==> src/rtl/bram36_fifo_ctrl_if.sv <==
// Producer/consumer handshake bundle for bram36_fifo_ctrl.
//   WR_VALID/WR_READY/WR_DATA/WR_PAR : write side, producer -> FIFO
//   RD_VALID/RD_READY/RD_DATA/RD_PAR : first-word-fall-through read side, FIFO -> consumer
// master : the producer/consumer environment; slave : the FIFO controller.
interface bram36_fifo_ctrl_if;
    logic        WR_VALID;
    logic        WR_READY;
    logic [31:0] WR_DATA;
    logic [3:0]  WR_PAR;
    logic        RD_VALID;
    logic        RD_READY;
    logic [31:0] RD_DATA;
    logic [3:0]  RD_PAR;

    modport master (
        output WR_VALID, WR_DATA, WR_PAR, RD_READY,
        input  WR_READY, RD_VALID, RD_DATA, RD_PAR
    );

    modport slave (
        input  WR_VALID, WR_DATA, WR_PAR, RD_READY,
        output WR_READY, RD_VALID, RD_DATA, RD_PAR
    );
endinterface

==> src/rtl/bram36_fifo_ctrl.sv <==
// Synchronous FIFO controller for one 512x36 true-dual-port block RAM.
// Writes go to RAM port A, reads come from RAM port B; a 2-entry output
// buffer hides the 1-cycle RAM read latency and presents a FWFT interface.
// Ports:
//   CLK, RST (sync, active-high), FLUSH (sync pointer/count clear)
//   bus        : write and read handshakes (slave modport)
//   LEVEL      : registered word count (RAM + in-flight + output buffer)
//   BRAM_*     : drive/consume RAM ports A (write) and B (read)
module bram36_fifo_ctrl #(
    parameter int unsigned AW   = 9,
    parameter int unsigned LVLW = 10
) (
    input  logic                 CLK,
    input  logic                 RST,
    input  logic                 FLUSH,
    bram36_fifo_ctrl_if.slave    bus,
    output logic [LVLW-1:0]      LEVEL,
    output logic                 BRAM_ENA,
    output logic                 BRAM_WEA,
    output logic [AW-1:0]        BRAM_ADDRA,
    output logic [31:0]          BRAM_DIA,
    output logic [3:0]           BRAM_DIPA,
    output logic                 BRAM_ENB,
    output logic [AW-1:0]        BRAM_ADDRB,
    output logic                 BRAM_WEB,
    output logic                 BRAM_SSRA,
    output logic                 BRAM_SSRB,
    input  logic [31:0]          BRAM_DOB,
    input  logic [3:0]           BRAM_DOPB
);
    localparam int unsigned DEPTH = 2 ** AW;
    localparam int unsigned CW    = AW + 1;
    localparam int unsigned WW    = 36;

    logic [AW-1:0] wptr;
    logic [AW-1:0] rptr;
    logic [CW-1:0] ram_cnt;
    logic          inflight;
    logic [1:0]    obuf_cnt;
    logic [WW-1:0] obuf_q [2];

    logic          clear;
    logic          wr_accept;
    logic          rd_issue;
    logic          pop;
    logic          rd_valid;
    logic [2:0]    obuf_credit;
    logic [1:0]    cnt_after_pop;
    logic [CW-1:0] ram_cnt_n;
    logic          inflight_n;
    logic [1:0]    obuf_cnt_n;
    logic [WW-1:0] obuf_n0;
    logic [WW-1:0] obuf_n1;

    // Handshakes and RAM strobes
    assign clear        = RST | FLUSH;
    assign bus.WR_READY = !clear && (ram_cnt != CW'(DEPTH));
    assign wr_accept    = bus.WR_VALID & bus.WR_READY;
    assign rd_valid     = (obuf_cnt != 2'd0);
    assign pop          = rd_valid & bus.RD_READY;

    // A same-cycle pop frees a buffer slot, so the read can issue against it;
    // this is what sustains 1 word/cycle out of the RAM with only 2 entries.
    assign obuf_credit  = 3'(obuf_cnt) + 3'(inflight) - 3'(pop);
    assign rd_issue     = !clear && (ram_cnt != CW'(0)) && (obuf_credit < 3'd2);

    assign BRAM_ENA   = wr_accept;
    assign BRAM_WEA   = wr_accept;
    assign BRAM_ADDRA = wptr;
    assign BRAM_DIA   = bus.WR_DATA;
    assign BRAM_DIPA  = bus.WR_PAR;
    assign BRAM_ENB   = rd_issue;
    assign BRAM_ADDRB = rptr;
    assign BRAM_WEB   = 1'b0;
    assign BRAM_SSRA  = 1'b0;
    assign BRAM_SSRB  = 1'b0;

    assign bus.RD_VALID = rd_valid;
    assign bus.RD_DATA  = obuf_q[0][WW-1:4];
    assign bus.RD_PAR   = obuf_q[0][3:0];

    // Next-state: counters and output-buffer shift/capture (entry 0 is the head)
    always_comb begin
        cnt_after_pop = obuf_cnt - 2'(pop);
        obuf_n0       = obuf_q[0];
        obuf_n1       = obuf_q[1];
        ram_cnt_n     = ram_cnt + CW'(wr_accept) - CW'(rd_issue);
        inflight_n    = rd_issue;
        obuf_cnt_n    = cnt_after_pop + 2'(inflight);

        if (pop) begin
            obuf_n0 = obuf_q[1];
        end
        if (inflight) begin
            if (cnt_after_pop == 2'd0) begin
                obuf_n0 = {BRAM_DOB, BRAM_DOPB};
            end else begin
                obuf_n1 = {BRAM_DOB, BRAM_DOPB};
            end
        end

        // Clear discards RAM contents, the in-flight read and the buffer
        if (clear) begin
            ram_cnt_n  = '0;
            inflight_n = 1'b0;
            obuf_cnt_n = '0;
        end
    end

    // Control state
    always_ff @(posedge CLK) begin
        if (clear) begin
            wptr     <= '0;
            rptr     <= '0;
            ram_cnt  <= '0;
            inflight <= 1'b0;
            obuf_cnt <= '0;
            LEVEL    <= '0;
        end else begin
            if (wr_accept) begin
                wptr <= wptr + AW'(1);
            end
            if (rd_issue) begin
                rptr <= rptr + AW'(1);
            end
            ram_cnt  <= ram_cnt_n;
            inflight <= inflight_n;
            obuf_cnt <= obuf_cnt_n;
            LEVEL    <= LVLW'(ram_cnt_n) + LVLW'(inflight_n) + LVLW'(obuf_cnt_n);
        end
    end

    // Output buffer data; contents are don't-care while the count says empty
    always_ff @(posedge CLK) begin
        obuf_q[0] <= obuf_n0;
        obuf_q[1] <= obuf_n1;
    end
endmodule

==> src/flat_wrapper.sv <==
// flat-port wrapper written by rule: the top's interface ports become plain ports
module bram36_fifo_ctrl_flat 
#(
    parameter int unsigned AW   = 9,
    parameter int unsigned LVLW = 10
)
  (CLK, RST, FLUSH, LEVEL, BRAM_ENA, BRAM_WEA, BRAM_ADDRA, BRAM_DIA, BRAM_DIPA, BRAM_ENB, BRAM_ADDRB, BRAM_WEB, BRAM_SSRA, BRAM_SSRB, BRAM_DOB, BRAM_DOPB, bus_WR_VALID, bus_WR_DATA, bus_WR_PAR, bus_RD_READY, bus_WR_READY, bus_RD_VALID, bus_RD_DATA, bus_RD_PAR);
  bram36_fifo_ctrl_if bus_i ();
  input  logic CLK;
  input  logic RST;
  input  logic FLUSH;
  output logic [LVLW-1:0] LEVEL;
  output logic BRAM_ENA;
  output logic BRAM_WEA;
  output logic [AW-1:0] BRAM_ADDRA;
  output logic [31:0] BRAM_DIA;
  output logic [3:0] BRAM_DIPA;
  output logic BRAM_ENB;
  output logic [AW-1:0] BRAM_ADDRB;
  output logic BRAM_WEB;
  output logic BRAM_SSRA;
  output logic BRAM_SSRB;
  input  logic [31:0] BRAM_DOB;
  input  logic [3:0] BRAM_DOPB;
  input wire logic [$bits(bus_i.WR_VALID)-1:0] bus_WR_VALID;
  input wire logic [$bits(bus_i.WR_DATA)-1:0] bus_WR_DATA;
  input wire logic [$bits(bus_i.WR_PAR)-1:0] bus_WR_PAR;
  input wire logic [$bits(bus_i.RD_READY)-1:0] bus_RD_READY;
  output wire logic [$bits(bus_i.WR_READY)-1:0] bus_WR_READY;
  output wire logic [$bits(bus_i.RD_VALID)-1:0] bus_RD_VALID;
  output wire logic [$bits(bus_i.RD_DATA)-1:0] bus_RD_DATA;
  output wire logic [$bits(bus_i.RD_PAR)-1:0] bus_RD_PAR;
  assign bus_i.WR_VALID = bus_WR_VALID;
  assign bus_i.WR_DATA = bus_WR_DATA;
  assign bus_i.WR_PAR = bus_WR_PAR;
  assign bus_i.RD_READY = bus_RD_READY;
  assign bus_WR_READY = bus_i.WR_READY;
  assign bus_RD_VALID = bus_i.RD_VALID;
  assign bus_RD_DATA = bus_i.RD_DATA;
  assign bus_RD_PAR = bus_i.RD_PAR;
  bram36_fifo_ctrl #(.AW(AW), .LVLW(LVLW)) u_core (.CLK(CLK), .RST(RST), .FLUSH(FLUSH), .bus(bus_i), .LEVEL(LEVEL), .BRAM_ENA(BRAM_ENA), .BRAM_WEA(BRAM_WEA), .BRAM_ADDRA(BRAM_ADDRA), .BRAM_DIA(BRAM_DIA), .BRAM_DIPA(BRAM_DIPA), .BRAM_ENB(BRAM_ENB), .BRAM_ADDRB(BRAM_ADDRB), .BRAM_WEB(BRAM_WEB), .BRAM_SSRA(BRAM_SSRA), .BRAM_SSRB(BRAM_SSRB), .BRAM_DOB(BRAM_DOB), .BRAM_DOPB(BRAM_DOPB));
endmodule
==> config.mk <==
export PLATFORM = sky130hd
export DESIGN_NAME = bram36_fifo_ctrl_flat
export DESIGN_NICKNAME = d
export VERILOG_FILES = /design/src/rtl/bram36_fifo_ctrl_if.sv /design/src/rtl/bram36_fifo_ctrl.sv /design/src/flat_wrapper.sv
export SDC_FILE = /design/constraint.sdc
export NUM_CORES = 1
export LEC_CHECK = 0
export CAP_MARGIN = 20
export CORE_ASPECT_RATIO = 1.5
export CORE_MARGIN = 2
export CORE_UTILIZATION = 26
export CTS_CLUSTER_SIZE = 10
export DETAILED_ROUTE_END_ITERATION = 7
export RECOVER_POWER = 50
export SYNTH_ARGS = -nofsm -noshare
export SYNTH_HDL_FRONTEND = slang
export SYNTH_SLANG_ARGS = --single-unit
==> constraint.sdc <==
create_clock -name CLK -period 6.7 [get_ports CLK]
set_input_delay 1.675 -clock CLK [delete_from_list [all_inputs] [get_ports CLK]]
set_output_delay 1.675 -clock CLK [all_outputs]
set_load 0.01 [all_outputs]
Yosys cells after proc, flatten, opt, wreduce, memory -nomap -nowiden --
Memories as Yosys holds them, arrays and structs flattened. Cells that the tools add are included.
Word-level totals: register bits after elaboration 41, bits in latches 0, bits in writable memories 72, ROM bits 0, output and inout port bits 108, logic and storage cells 37, memories kept 1
Memory list:
- u_core.obuf_q | depth 2, width 36, read ports 2, clocked after memory_dff 0, wr ports 2, RTL line bram36_fifo_ctrl.sv:40 | logic [WW-1:0] obuf_q [2];
Operators by class: add/subtract/negate cells 10, multipliers 0, div/mod/pow operators 0, magnitude comparators 1, equal/unequal tests 1, shifts and indexed selects 0, multiplexer cells 8, bitwise gates (word level) 3, reductions and logical operators 7
Operator list (count):
- 36-bit 2-to-1 mux | 5
- 10-bit by 1-bit adder with 10-bit output | 2
- 9-bit by 1-bit adder with 9-bit output, second input constant | 2
- 10-bit by 2-bit adder with 10-bit output | 1
- 10-bit 2-to-1 mux | 1
- 10-bit inequality test, second input constant | 1
- 10-bit nonzero test | 1
- 10-bit by 1-bit subtractor with 10-bit output | 1
- 2-bit by 1-bit adder with 3-bit output | 1
- 1-bit logical AND | 3
- 3-bit by 2-bit less-than comparator with 1-bit output, second input constant | 1
- 3-bit by 1-bit subtractor with 3-bit output | 1
- 2-bit by 1-bit adder with 2-bit output | 1
- 1-bit bitwise AND | 2
- 2-bit zero test | 1
- 2-bit 2-to-1 mux | 1
- 2-bit nonzero test | 1
- 2-bit by 1-bit subtractor with 2-bit output | 1
- 1-bit zero test | 1
- 1-bit 2-to-1 mux | 1
- 1-bit OR | 1

Depth between registers and ports, before layout --
depth after elaboration 9, gate-level depth with buffers 22, gate-level depth less buffers 19

Least setup slack after synthesis --
OpenSTA, ideal clock, no wires.
kind input to register, start input bus_RD_READY, end memory u_core.obuf_q[1][0], in the netlist u_core.obuf_q[0][36], enable pin, library setup time 0.485 ns, arrival 5.325 ns, required time 6.215 ns, slack 0.890 ns, stages 7, path buffers 2, path through nand2_1 -> buf_2 -> buf_2 -> inv_1 -> ha_1 -> xnor2_1 -> a21boi_0
RTL lines:
- start: declaration | RTL line flat_wrapper.sv:28 | input wire logic [$bits(bus_i.RD_READY)-1:0] bus_RD_READY;
- end: declaration | RTL line bram36_fifo_ctrl.sv:40

Worst setup path in the final report --
start input bus_RD_READY, end output BRAM_ENB
Between the ends: word-level cells in the longest chain between the ends 4
Ends and longest elaborated chain:
- 1-bit bitwise AND | RTL line bram36_fifo_ctrl.sv:60 | assign pop = rd_valid & bus.RD_READY;
- 3-bit by 1-bit subtractor with 3-bit output | RTL line bram36_fifo_ctrl.sv:64 | assign obuf_credit = 3'(obuf_cnt) + 3'(inflight) - 3'(pop);
- 3-bit by 2-bit less-than comparator with 1-bit output | RTL line bram36_fifo_ctrl.sv:65 | assign rd_issue = !clear && (ram_cnt != CW'(0)) && (obuf_credit < 3'd2);
- 1-bit logical AND | RTL line bram36_fifo_ctrl.sv:65
- end: declaration | RTL line flat_wrapper.sv:18 | output logic BRAM_ENB;
No other way between the ends.

==> metrics.txt <==
Routed WL per cell=13.4 um; number of global-route vias before repair=3543; area share of the largest cell type after synthesis=0.286; Seq/Total Area, Yosys=0.487; Psw=951 uW; clk buf depth=2; quantity of I/O buffers inserted on ports=109; die footprint=21900 sq um; Int Pwr=1.87 mW; final max-slew violation count=0; fraction of layout cells with a size suffix above 1=0.0882; asr flop ratio synth=0; initial antenna violation count=0; cell row count=64; sequential power share=0.336; number of nets with antenna violations after routing=0; HP Class=flip-flop to flip-flop; final hold viol count=0; WP data arrival=4150 ps; Core Region=20300 sq um; post-synthesis register bit count=113; setup ws final=879 ps; Iteration-0 DRC Markers=115; worst-margin pin slew=679 ps; most frequent cells in the layout=dlygate4sd3_1, dfxtp_1, nor2_1; Yosys warnings=0; Setup TNS=0 ps; starting density of the core=0.265; Primary FF master, synth=dfxtp_1; height of the die=180 um; via count=3518; # H-tree levels=4; worst-path maximum fanout=8; Post-Place Cell Area=6220 sq um; R2R setup slack=2510 ps; PD cells=417 nW/um^2; CP Launch Type=primary input; largest net degree at the start of global routing=38; clk slew on worst S/H paths=50 ps; first-pass GRT wire length=18200 um; dpl hpwl=8030 um; skew final=8.17 ps; RSZ-0062 raised after global routing=false; # fillers=2124; Mapped Cells=522; post_cts resized=0; # nets final=666; clk root buf=clkbuf_16; pre-CTS worst setup slack=915 ps; Gate power share=0.365; Die X=121 um; CP required=5030 ps; area delta synth->final=26.0%; Routed WL=11300 um; maximum VDD drop=154 uV; Final setup viols=0; Num CTS Buffers=17; Lkg Pwr=2.86 nW; maxcap violations=0; Critical Path End Type=output pin; largest area contributor in the netlist=dfxtp_1; Tcrit/Tclk final=0.869; # IOs=185; setup bufs post-CTS=0; Max Freq=172 MHz; Yosys cell types=46; critical setup path kind=primary input to output pin; Mean Syn Cell Area=10.3 sq um; CTS Sinks=113; final instance area=6780 sq um; ANT cells=0; CTS tree=built; clock network fraction of total power=0.298; GRT overflow=0; status=finished clean; first-pass iteration count of the detailed router=4; overall global routing resource usage=0.108; EDFF count, synth=36; Min Clock Period, post-route=5820 ps; Final GP Congestion=0.840; sw frac=0.337; DRC=0; Post-CTS Hold Buffers=0; Worst slew margin=0.548; routed vias/inst=4.18; clk_lat worst skew=410 ps; Area contributors post-synth=dfxtp_1, edfxtp_1, buf_4; most common cell after layout, fill and taps aside=dlygate4sd3_1; mapped cell area=5380 sq um
-- flip-flops by register name, indices dropped and copies added, names as in the netlist --
signal,count
u_core.obuf_q,72
u_core.LEVEL,10
u_core.ram_cnt,10
u_core.BRAM_ADDRA,9
u_core.BRAM_ADDRB,9
u_core.obuf_cnt,2
u_core.inflight,1
-- power groups by stage --
stage | registers, mW | clock network (mW) | logic (mW)
2_1_floorplan | 0.961 | 0 | 0.832
3_3_place_gp | 0.969 | 0 | 1.09
3_5_place_dp | 0.974 | 0 | 1.09
4_1_cts | 0.960 | 0.874 | 1.10
5_1_grt | 0.972 | 0.901 | 1.15
6_report | 0.950 | 0.843 | 1.03
-- final timing paths --
kind,startpoint,to,cells past startpoint
hold / removal,u_core.BRAM_ADDRB[8]$_SDFFE_PP0N_,u_core.BRAM_ADDRB[8]$_SDFFE_PP0N_,2
setup reg to reg,u_core.obuf_cnt[1]$_SDFF_PP0_,u_core.LEVEL[9]$_SDFF_PP0_,18
setup / recovery,bus_RD_READY,BRAM_ENB,8
hold reg to reg,u_core.BRAM_ADDRB[8]$_SDFFE_PP0N_,u_core.BRAM_ADDRB[8]$_SDFFE_PP0N_,2
-- worst max-delay path, cell delays in order --
cell and delay [ps]:
dlygate4sd3_1 590, xor2_1 160, nand2_1 80, fa_1 370, xnor2_1 140, and3_1 200, and2_1 330, clkdlybuf4s50_1 600
-- per-stage QoR --
step           hold slack [ps]  std cells  power, mW   util
3_5_place_dp               486        810       2.07  0.306
4_1_cts                    494        842       2.93  0.333
6_report                   486        842       2.83  0.333
3_3_place_gp               470        810       2.06  0.306
2_1_floorplan              502        524       1.79      -
5_1_grt                    535        842       3.03  0.333
-- area by class of cell --
| class | instances | area, sq um | share of cell area |
|---|---|---|---|
| timing repair buffer | 114 | 1130 | 0.166 |
| sequential | 113 | 2620 | 0.387 |
| tap | 264 | 330 | 0.0487 |
| multi-input combinational | 293 | 2040 | 0.301 |
| clock inverter | 15 | 135 | 0.0199 |
| inverter | 26 | 97.6 | 0.0144 |
| clock buffer | 17 | 425 | 0.0627 |
-- layer usage --
metal	track usage	wire, um
met5	0	0
met4	0.0520	245
met3	0.0316	577
met2	0.189	5860
met1	0.119	4640
-- synthesized netlist by cell type, types with 2 or more instances --
cell	n
a211o_1	2
a21o_1	3
a21oi_1	48
a311oi_1	2
and2_1	9
and3_1	2
buf_2	4
buf_4	77
clkbuf_1	10
dfxtp_1	77
edfxtp_1	36
fa_1	4
ha_1	20
inv_1	26
mux2i_1	37
nand2_1	18
nand2b_1	3
nand3_1	7
nand4_1	7
nor2_1	65
nor3_1	3
o211ai_1	3
o21ai_0	9
o21bai_1	2
or3_1	4
xnor2_1	13
xor2_1	12
-- cells by family after synthesis --
kind of cell             count (synthesis)  share of synthesized area
AND/OR/NAND/NOR                        128                      0.116
buffers and inverters                  118                      0.138
flip-flops                             113                      0.487
AO/OA/AOI/OAI                           76                     0.0867
multiplexers                            37                     0.0688
XOR/XNOR                                25                     0.0407
adder cells (fa/ha/maj)                 24                     0.0614
other                                    1                   0.000697
Power figures use the tool's default switching activity.
